===== src/rtl/axi_mem_arbiter.sv =====
// Two-master AXI4-lite arbiter in front of a single memory slave.
// One transaction is outstanding at the slave at a time. The owner is picked
// in IDLE (round-robin or fixed priority), kept until the response
// handshake, then the arbiter returns to IDLE for the next decision.
module axi_mem_arbiter #(
  parameter bit ROUND_ROBIN = 1'b1,
  parameter bit WRITE_FIRST = 1'b1
) (
  input  logic        clk,
  input  logic        resetn,
  // master 0
  input  logic        m0_axi_awvalid,
  output logic        m0_axi_awready,
  input  logic [31:0] m0_axi_awaddr,
  input  logic [2:0]  m0_axi_awprot,
  input  logic        m0_axi_wvalid,
  output logic        m0_axi_wready,
  input  logic [31:0] m0_axi_wdata,
  input  logic [3:0]  m0_axi_wstrb,
  output logic        m0_axi_bvalid,
  input  logic        m0_axi_bready,
  input  logic        m0_axi_arvalid,
  output logic        m0_axi_arready,
  input  logic [31:0] m0_axi_araddr,
  input  logic [2:0]  m0_axi_arprot,
  output logic        m0_axi_rvalid,
  input  logic        m0_axi_rready,
  output logic [31:0] m0_axi_rdata,
  // master 1
  input  logic        m1_axi_awvalid,
  output logic        m1_axi_awready,
  input  logic [31:0] m1_axi_awaddr,
  input  logic [2:0]  m1_axi_awprot,
  input  logic        m1_axi_wvalid,
  output logic        m1_axi_wready,
  input  logic [31:0] m1_axi_wdata,
  input  logic [3:0]  m1_axi_wstrb,
  output logic        m1_axi_bvalid,
  input  logic        m1_axi_bready,
  input  logic        m1_axi_arvalid,
  output logic        m1_axi_arready,
  input  logic [31:0] m1_axi_araddr,
  input  logic [2:0]  m1_axi_arprot,
  output logic        m1_axi_rvalid,
  input  logic        m1_axi_rready,
  output logic [31:0] m1_axi_rdata,
  // slave (memory) side
  output logic        s_axi_awvalid,
  input  logic        s_axi_awready,
  output logic [31:0] s_axi_awaddr,
  output logic [2:0]  s_axi_awprot,
  output logic        s_axi_wvalid,
  input  logic        s_axi_wready,
  output logic [31:0] s_axi_wdata,
  output logic [3:0]  s_axi_wstrb,
  input  logic        s_axi_bvalid,
  output logic        s_axi_bready,
  output logic        s_axi_arvalid,
  input  logic        s_axi_arready,
  output logic [31:0] s_axi_araddr,
  output logic [2:0]  s_axi_arprot,
  input  logic        s_axi_rvalid,
  output logic        s_axi_rready,
  input  logic [31:0] s_axi_rdata,
  // status
  output logic [1:0]  grant,
  output logic        busy
);

  typedef enum logic [2:0] {IDLE, RD_ADDR, RD_RESP, WR_XFER, WR_RESP} state_t;

  state_t state, state_nxt;
  logic   gnt;          // owner of the current transaction: 0 = m0, 1 = m1
  logic   last_grant;   // owner of the previous decision, for round-robin
  logic   aw_done, w_done;
  logic   req0, req1, win, win_wr;
  logic   aw_hs, w_hs;
  logic   rt_awready, rt_wready, rt_bvalid, rt_arready, rt_rvalid;

  // Selected master's request-side signals
  logic        sel_awvalid, sel_wvalid, sel_bready, sel_arvalid, sel_rready;
  logic [31:0] sel_awaddr, sel_wdata, sel_araddr;
  logic [2:0]  sel_awprot, sel_arprot;
  logic [3:0]  sel_wstrb;

  assign sel_awvalid = gnt ? m1_axi_awvalid : m0_axi_awvalid;
  assign sel_awaddr  = gnt ? m1_axi_awaddr  : m0_axi_awaddr;
  assign sel_awprot  = gnt ? m1_axi_awprot  : m0_axi_awprot;
  assign sel_wvalid  = gnt ? m1_axi_wvalid  : m0_axi_wvalid;
  assign sel_wdata   = gnt ? m1_axi_wdata   : m0_axi_wdata;
  assign sel_wstrb   = gnt ? m1_axi_wstrb   : m0_axi_wstrb;
  assign sel_bready  = gnt ? m1_axi_bready  : m0_axi_bready;
  assign sel_arvalid = gnt ? m1_axi_arvalid : m0_axi_arvalid;
  assign sel_araddr  = gnt ? m1_axi_araddr  : m0_axi_araddr;
  assign sel_arprot  = gnt ? m1_axi_arprot  : m0_axi_arprot;
  assign sel_rready  = gnt ? m1_axi_rready  : m0_axi_rready;

  // Arbitration: a write needs only awvalid; wvalid may follow later.
  assign req0   = m0_axi_arvalid | m0_axi_awvalid;
  assign req1   = m1_axi_arvalid | m1_axi_awvalid;
  assign win    = (req0 && req1) ? (ROUND_ROBIN ? ~last_grant : 1'b0) : req1;
  assign win_wr = win ? (m1_axi_awvalid && (WRITE_FIRST || !m1_axi_arvalid))
                      : (m0_axi_awvalid && (WRITE_FIRST || !m0_axi_arvalid));

  // Next-state decode and combinational routing between owner and slave
  always_comb begin
    state_nxt     = state;
    aw_hs         = 1'b0;
    w_hs          = 1'b0;
    s_axi_awvalid = 1'b0;
    s_axi_awaddr  = '0;
    s_axi_awprot  = '0;
    s_axi_wvalid  = 1'b0;
    s_axi_wdata   = '0;
    s_axi_wstrb   = '0;
    s_axi_bready  = 1'b0;
    s_axi_arvalid = 1'b0;
    s_axi_araddr  = '0;
    s_axi_arprot  = '0;
    s_axi_rready  = 1'b0;
    rt_awready    = 1'b0;
    rt_wready     = 1'b0;
    rt_bvalid     = 1'b0;
    rt_arready    = 1'b0;
    rt_rvalid     = 1'b0;
    case (state)
      IDLE: begin
        if (req0 || req1) state_nxt = win_wr ? WR_XFER : RD_ADDR;
      end
      RD_ADDR: begin
        s_axi_arvalid = sel_arvalid;
        s_axi_araddr  = sel_araddr;
        s_axi_arprot  = sel_arprot;
        rt_arready    = s_axi_arready;
        if (sel_arvalid && s_axi_arready) state_nxt = RD_RESP;
      end
      RD_RESP: begin
        s_axi_araddr = sel_araddr;
        s_axi_arprot = sel_arprot;
        s_axi_rready = sel_rready;
        rt_rvalid    = s_axi_rvalid;
        if (s_axi_rvalid && sel_rready) state_nxt = IDLE;
      end
      WR_XFER: begin
        s_axi_awaddr  = sel_awaddr;
        s_axi_awprot  = sel_awprot;
        s_axi_wdata   = sel_wdata;
        s_axi_wstrb   = sel_wstrb;
        // a channel that already handshook is masked so it cannot fire twice
        s_axi_awvalid = sel_awvalid & ~aw_done;
        s_axi_wvalid  = sel_wvalid & ~w_done;
        rt_awready    = s_axi_awready & ~aw_done;
        rt_wready     = s_axi_wready & ~w_done;
        aw_hs         = s_axi_awvalid & s_axi_awready;
        w_hs          = s_axi_wvalid & s_axi_wready;
        if ((aw_done || aw_hs) && (w_done || w_hs)) state_nxt = WR_RESP;
      end
      WR_RESP: begin
        s_axi_awaddr = sel_awaddr;
        s_axi_awprot = sel_awprot;
        s_axi_wdata  = sel_wdata;
        s_axi_wstrb  = sel_wstrb;
        s_axi_bready = sel_bready;
        rt_bvalid    = s_axi_bvalid;
        if (s_axi_bvalid && sel_bready) state_nxt = IDLE;
      end
      default: state_nxt = IDLE;
    endcase
  end

  assign busy  = (state != IDLE);
  assign grant = busy ? (gnt ? 2'b10 : 2'b01) : 2'b00;

  // Only the owner sees readies/valids; the other master is held off
  assign m0_axi_awready = grant[0] & rt_awready;
  assign m0_axi_wready  = grant[0] & rt_wready;
  assign m0_axi_bvalid  = grant[0] & rt_bvalid;
  assign m0_axi_arready = grant[0] & rt_arready;
  assign m0_axi_rvalid  = grant[0] & rt_rvalid;
  assign m0_axi_rdata   = grant[0] ? s_axi_rdata : '0;
  assign m1_axi_awready = grant[1] & rt_awready;
  assign m1_axi_wready  = grant[1] & rt_wready;
  assign m1_axi_bvalid  = grant[1] & rt_bvalid;
  assign m1_axi_arready = grant[1] & rt_arready;
  assign m1_axi_rvalid  = grant[1] & rt_rvalid;
  assign m1_axi_rdata   = grant[1] ? s_axi_rdata : '0;

  // State register
  always_ff @(posedge clk or negedge resetn) begin
    if (!resetn) state <= IDLE;
    else         state <= state_nxt;
  end

  // Owner capture, round-robin history and sticky write-channel flags
  always_ff @(posedge clk or negedge resetn) begin
    if (!resetn) begin
      gnt        <= 1'b0;
      last_grant <= 1'b1;   // so m0 wins the first tie
      aw_done    <= 1'b0;
      w_done     <= 1'b0;
    end else begin
      if (state == IDLE && (req0 || req1)) begin
        gnt        <= win;
        last_grant <= win;
      end
      if (state == WR_XFER) begin
        if (state_nxt == WR_RESP) begin
          aw_done <= 1'b0;
          w_done  <= 1'b0;
        end else begin
          aw_done <= aw_done | aw_hs;
          w_done  <= w_done | w_hs;
        end
      end
    end
  end

endmodule


===== config.mk =====
export PLATFORM = sky130hd
export DESIGN_NAME = axi_mem_arbiter
export DESIGN_NICKNAME = d
export VERILOG_FILES = /design/src/rtl/axi_mem_arbiter.sv
export SDC_FILE = /design/constraint.sdc
export NUM_CORES = 1
export LEC_CHECK = 0
export BUFFER_PORTS_ARGS = -buffer_cell sky130_fd_sc_hd__buf_2
export CAP_MARGIN = 20
export CORE_AREA = 2 2 175 177
export DETAILED_ROUTE_END_ITERATION = 10
export DIE_AREA = 0 0 177 179
export PLACE_DENSITY = 0.39
export SETUP_SLACK_MARGIN = 0.05
export SLEW_MARGIN = 20
export SYNTH_ARGS = -nofsm -noshare
export SYNTH_HDL_FRONTEND = slang
export SYNTH_SLANG_ARGS = --single-unit

===== constraint.sdc =====
create_clock -name clk -period 1.7 [get_ports clk]
set_clock_uncertainty 0.05 [all_clocks]
set_input_delay 0.17 -clock clk [delete_from_list [all_inputs] [get_ports clk]]
set_output_delay 0.17 -clock clk [all_outputs]
set_load 0.05 [all_outputs]

# After elaboration in Yosys (flattened, before gate mapping)
# Index checks and enable logic that the tools add are counted.
[word_totals]
inputBits = 261
output_inout_bits = 188
ff_bits = 7
wordCells = 90
[classes]
n_mux = 44
bitwise = 23
n_reduce_logical = 13
eq_ne = 5
[op_table]
columns = ["op", "n"]
rows = [
  ["32-bit two-way mux", 8],
  ["3-bit two-way mux", 9],
  ["1-bit two-way mux", 21],
  ["1-bit bitwise AND", 16],
  ["3-bit case mux with 5 select lines", 1],
  ["4-bit two-way mux", 2],
  ["3-bit by 2-bit equality test with 1-bit output, second input constant", 2],
  ["3-bit equality test, second input constant", 2],
  ["1-bit logical AND", 6],
  ["2-bit two-way mux", 3],
  ["1-bit bitwise OR", 4],
  ["2-bit OR reduction", 2],
  ["3-bit by 1-bit equality test with 1-bit output, second input constant", 1],
  ["3-bit logical NOT", 1],
  ["1-bit logical OR", 3],
  ["1-bit inverter", 3],
  ["3-bit nonzero test", 1],
]

# Longest topological paths before layout
[depth]
depth_word = 9
depth_mapped = 7
mapped_depth_nobuf = 4

# Least setup slack after synthesis
# No wires, ideal clock.
[synth_timing]
path_type = "register -> output"
startpoint = "reg gnt"
endpoint = "out m0_axi_awready"
path_buffers = 3
stages_incl_launch_ff = 5
path_slack_ps = -460
required_time_ps = 1480
t_arrival_ps = 1940
cell_sequence = "dfrtp_1 > buf_6 > buf_2 > buf_2 > nor3_1"
[synth_between]
elab_chain_cells = 3
[synth_rtl]
columns = ["item", "line", "text"]
rows = [
  ["start: declaration", "73", "logic gnt;"],
  ["start signal: assignment", "203", "gnt <= win;"],
  ["2-bit two-way mux (2 in a row)", "172", "assign grant = busy ? (gnt ? 2'b10 : 2'b01) : 2'b00;"],
  ["1-bit bitwise AND", "175", "assign m0_axi_awready = grant[0] & rt_awready;"],
  ["end: declaration", "13", "output logic m0_axi_awready,"],
]
# Every way passes these cells.

# Worst setup path after layout
[layout_timing]
startpoint = "reg state[1]"
endpoint = "out m1_axi_arready"
[layout_between]
elab_chain_cells = 3
elab_cells_between_ends = 5
cone_classes = "1 x eq/ne; 2 x mux; 1 x bitwise; 1 x reduce/logical"
[layout_rtl]
columns = ["item", "line", "text"]
rows = [
  ["start: declaration", "72", "state_t state, state_nxt;"],
  ["start signal: assignment", "191", "else state <= state_nxt;"],
  ["3-bit by 1-bit equality test with 1-bit output / 3-bit nonzero test (equally long branches)", "126, 171", ""],
  ["1-bit two-way mux / 2-bit two-way mux (equally long branches)", "126, 172", ""],
  ["1-bit bitwise AND *", "184", "assign m1_axi_arready = grant[1] & rt_arready;"],
  ["end: declaration", "41", "output logic m1_axi_arready,"],
]
# Mark *: on every way between the ends. The rest lies on a longest branch, timed or not.

==> impl_metrics.py <==
metrics = {
    "status": {
        "run_status": "complete, but fails checks",
        "violations": "negative setup slack",
    },
    "die": {
        "dieArea_um2": 31700,
        "boundaryPins": 449,
        "initial_core_util_pct": 9.22,
        "die_h_um": 179,
        "std_cell_rows": 64,
        "fp.coreArea_um2": 30000,
        "die_w_um": 177,
    },
    "final_layout": {
        "drive_above_1_share_pct": 79.2,
        "final_cells": 1253,
        "final_nets": 1118,
        "area_growth_pct": 185,
    },
    "worst_setup_path": {
        "critPathKind": "reg2out",
        "cp-start-kind": "register",
        "rrSetupSlack_ps": 40,
        "cpMaxStageDelayCell": "dfrtp_2",
        "end_kind": "output pin",
        "cp.required_ps": 1480,
        "r2r_end": "state[2]$_DFF_PN0_",
        "crit_arrival_ps": 1680,
        "critical_path.cell_chain": "buf_4 -> nor2_1 -> nand3_1 -> nor2_1 -> clkbuf_4",
        "r2r_cells": 6,
        "cp_slowest_stage_delay_ps": 470,
        "critPathMostFrequentCell": "nor2_1",
        "r2r-start": "gnt$_DFFE_PN0P_",
        "worstSetupEndpoint": "m1_axi_arready",
        "crit_start": "state[1]$_DFF_PN0_",
        "path_max_fanout": 6,
    },
    "clock_tree": {
        "path_clk_slew_ps": 30,
        "cts_buffer_depth": 2,
        "cts_tree": "done",
        "cts-root-buf": "clkbuf_16",
        "h-tree-depth": 1,
        "cts_sinks": 7,
        "numCtsBuffers": 3,
        "clk_latency_ps": 230,
    },
    "sta": {
        "period_needed_ps": 1900,
        "setup_viol": 186,
        "hold_viol": 0,
        "hold_ws_ps": 220,
        "fin_crit_sh_pct": 112,
        "maxSlewViolCount": 0,
        "worst_slack_ps": -202,
        "rsz0062_at_grt": "yes",
        "fmax_mhz": 526,
        "slew_headroom_pct": 79.1,
        "worst_slew_pin_slew_ps": 305,
    },
    "drt": {
        "vias": 4711,
        "finalWirelength_um": 18200,
        "drtAntennaViolNets": 0,
        "first_pass_iters": 3,
        "drt-initial-drc-count": 75,
        "drc": 0,
        "drt-wirelength-per-cell_um": 14.6,
        "vias_per_cell": 3.76,
    },
    "place": {
        "portBuffers": 448,
        "place_hpwl_um": 13900,
        "dp_cells": 1236,
        "gp_congestion": 0.744,
    },
    "grt": {
        "antenna_found_initial": 1,
        "grt_pass1_wl_um": 23400,
        "overflow": 0,
        "grt_max_degree": 68,
        "grt_pass1_vias": 4476,
        "grt_util_all_layers_pct": 9.32,
    },
    "synth": {
        "synth_area_leaders": "mux2i_1 (38%), and3_1 (15%), nor2_1 (14%)",
        "yosys_warnings": 0,
        "syn_avg_cell_area_um2": 7.06,
        "synth_xor_xnor_area_share_pct": 0.316,
        "muxShareOfSynthArea_pct": 40.5,
        "yosysTopAreaCell": "mux2i_1",
        "synth_top_family_by_area": "multiplexers",
        "yosysSeqAreaShare_pct": 6.37,
        "synth_compound_area_share_pct": 3.57,
        "synthDominantCellAreaShare_pct": 38.3,
        "synth.net_count": 653,
        "synth_simple_gate_area_share_pct": 38.6,
        "synth_area_um2": 2770,
        "synth_cell_types": 32,
        "synthCells": 392,
        "ys_ff_latch": 7,
        "yosys.area_share.adder_pct": 0,
    },
    "power_and_ir_drop": {
        "power_density_nw_per_um2": 2500,
        "peakVddDrop_mv": 0.892,
        "p_leak_nw": 3.90,
    },
    "worst_hold_path": {
        "min_path_type": "in2reg",
    },
    "job": {
        "maxCapViolations": 0,
    },
}
cell usage in the layout (no fill, tap or decap), drive strengths merged, types with 3 or more instances in the layout:
cell type    n
mux2i      106
nor3         3
inv          3
nand2       15
buf        490
nor2       118
o21ai        7
clkbuf      12
nor3b        3
dfrtp        6
and2         4
mux2         5
and3        68
a21oi        5
routing by layer:
metal  part of all wire (%)  global-route usage, %  routed length (um)  vias up
met1                     37                   10.8                6690     2161
met4                    1.4                   2.07                 262        0
met5                      0                      0                   0        -
li1                       -                      -                   -     2290
met3                    7.8                   1.59                1430       19
met2                     54                   17.7                9860      241
layout make-up:
type | count | area [um2]
fillers | 3249 | 22100
repair buffers | 499 | 4100
multi-input cells | 343 | 3020
well taps | 396 | 495
flip-flops and latches | 7 | 184
clock buffers | 4 | 78.8
inverters | 3 | 13.8
diodes | 1 | 2.50
cell families after synthesis:
group	Yosys count
multiplexers	111
AO/OA/AOI/OAI	16
XOR/XNOR	1
flip-flops	7
AND/OR/NAND/NOR	215
buffers and inverters	42
Yosys cell counts:
library cell	n
a21oi_1	3
a21oi_2	2
a22oi_1	1
and2_1	4
and3_1	68
buf_2	14
buf_6	16
clkbuf_1	9
dfrtp_1	6
dfstp_2	1
inv_1	2
inv_2	1
mux2_2	4
mux2_4	1
mux2i_1	106
nand2_1	15
nand2b_1	1
nand3_1	1
nand3b_1	1
nor2_1	105
nor2_2	12
nor2_4	1
nor3_1	2
nor3_4	1
nor3b_1	2
nor3b_2	1
o21a_1	1
o21ai_0	7
o311ai_1	1
o31ai_1	1
or4_1	1
xor2_1	1
sequential cells by signal (all words and copies together) (netlist names):
name	count
gnt	1
aw_done	1
w_done	1
last_grant	1
state	3
worst min-delay path by stage:
| stage | startpoint | to | slack, ps | cells past startpoint |
|---|---|---|---|---|
| 6_report | s_axi_bvalid | state[2]$_DFF_PN0_ | 220 | 4 |
| 5_1_grt | s_axi_rvalid | state[1]$_DFF_PN0_ | 240 | 4 |
| 4_1_cts | s_axi_awready | aw_done$_DFFE_PN0P_ | 210 | 3 |
| 3_5_place_dp | resetn | w_done$_DFFE_PN0P_ | -40 | 1 |
| 3_3_place_gp | resetn | gnt$_DFFE_PN0P_ | -30 | 1 |
| 2_1_floorplan | resetn | aw_done$_DFFE_PN0P_ | -180 | 0 |
through the flow:
step | total power, mW | util (%) | worst slack, ps | setup TNS (ps) | instance area, um2
2_1_floorplan | 11.6 | - | -258 | -16170 | 2940
3_3_place_gp | 15.3 | 19.7 | -47.9 | -63.7 | 5930
3_5_place_dp | 15.3 | 19.7 | -81.0 | -258 | 5930
4_1_cts | 18.2 | 23.8 | -169 | -22510 | 7160
5_1_grt | 20.7 | 26.3 | -248 | -34820 | 7890
6_report | 19.8 | 26.3 | -202 | -21380 | 7890
worst max-delay path, delay by kind of cell (launching register included):
| kind | cells | cell delay [ps] |
|---|---|---|
| and+or+nand+nor | 3 | 560 |
| DFF | 1 | 470 |
| buffers and inverters | 2 | 410 |
report_power, final:
group	switching, mW	leakage, nW	internal, mW	total, mW
clock	0.0862	0.0382	0.312	0.398
combinational	11.6	3.78	7.35	19.0
sequential	0.136	0.0822	0.258	0.394
total	11.8	3.90	7.92	19.8
what timing repair did:
item                                    in CTS  in global routing
hold endpoints to repair                     7                  0
gates resized for setup                    353                175
setup buffers                                5                  3
hold buffers                                 1                  0
pin swaps                                    1                 11
endpoints found under the setup margin     189                189
gates cloned                                 0                  4
Power figures use the tool's default switching activity.
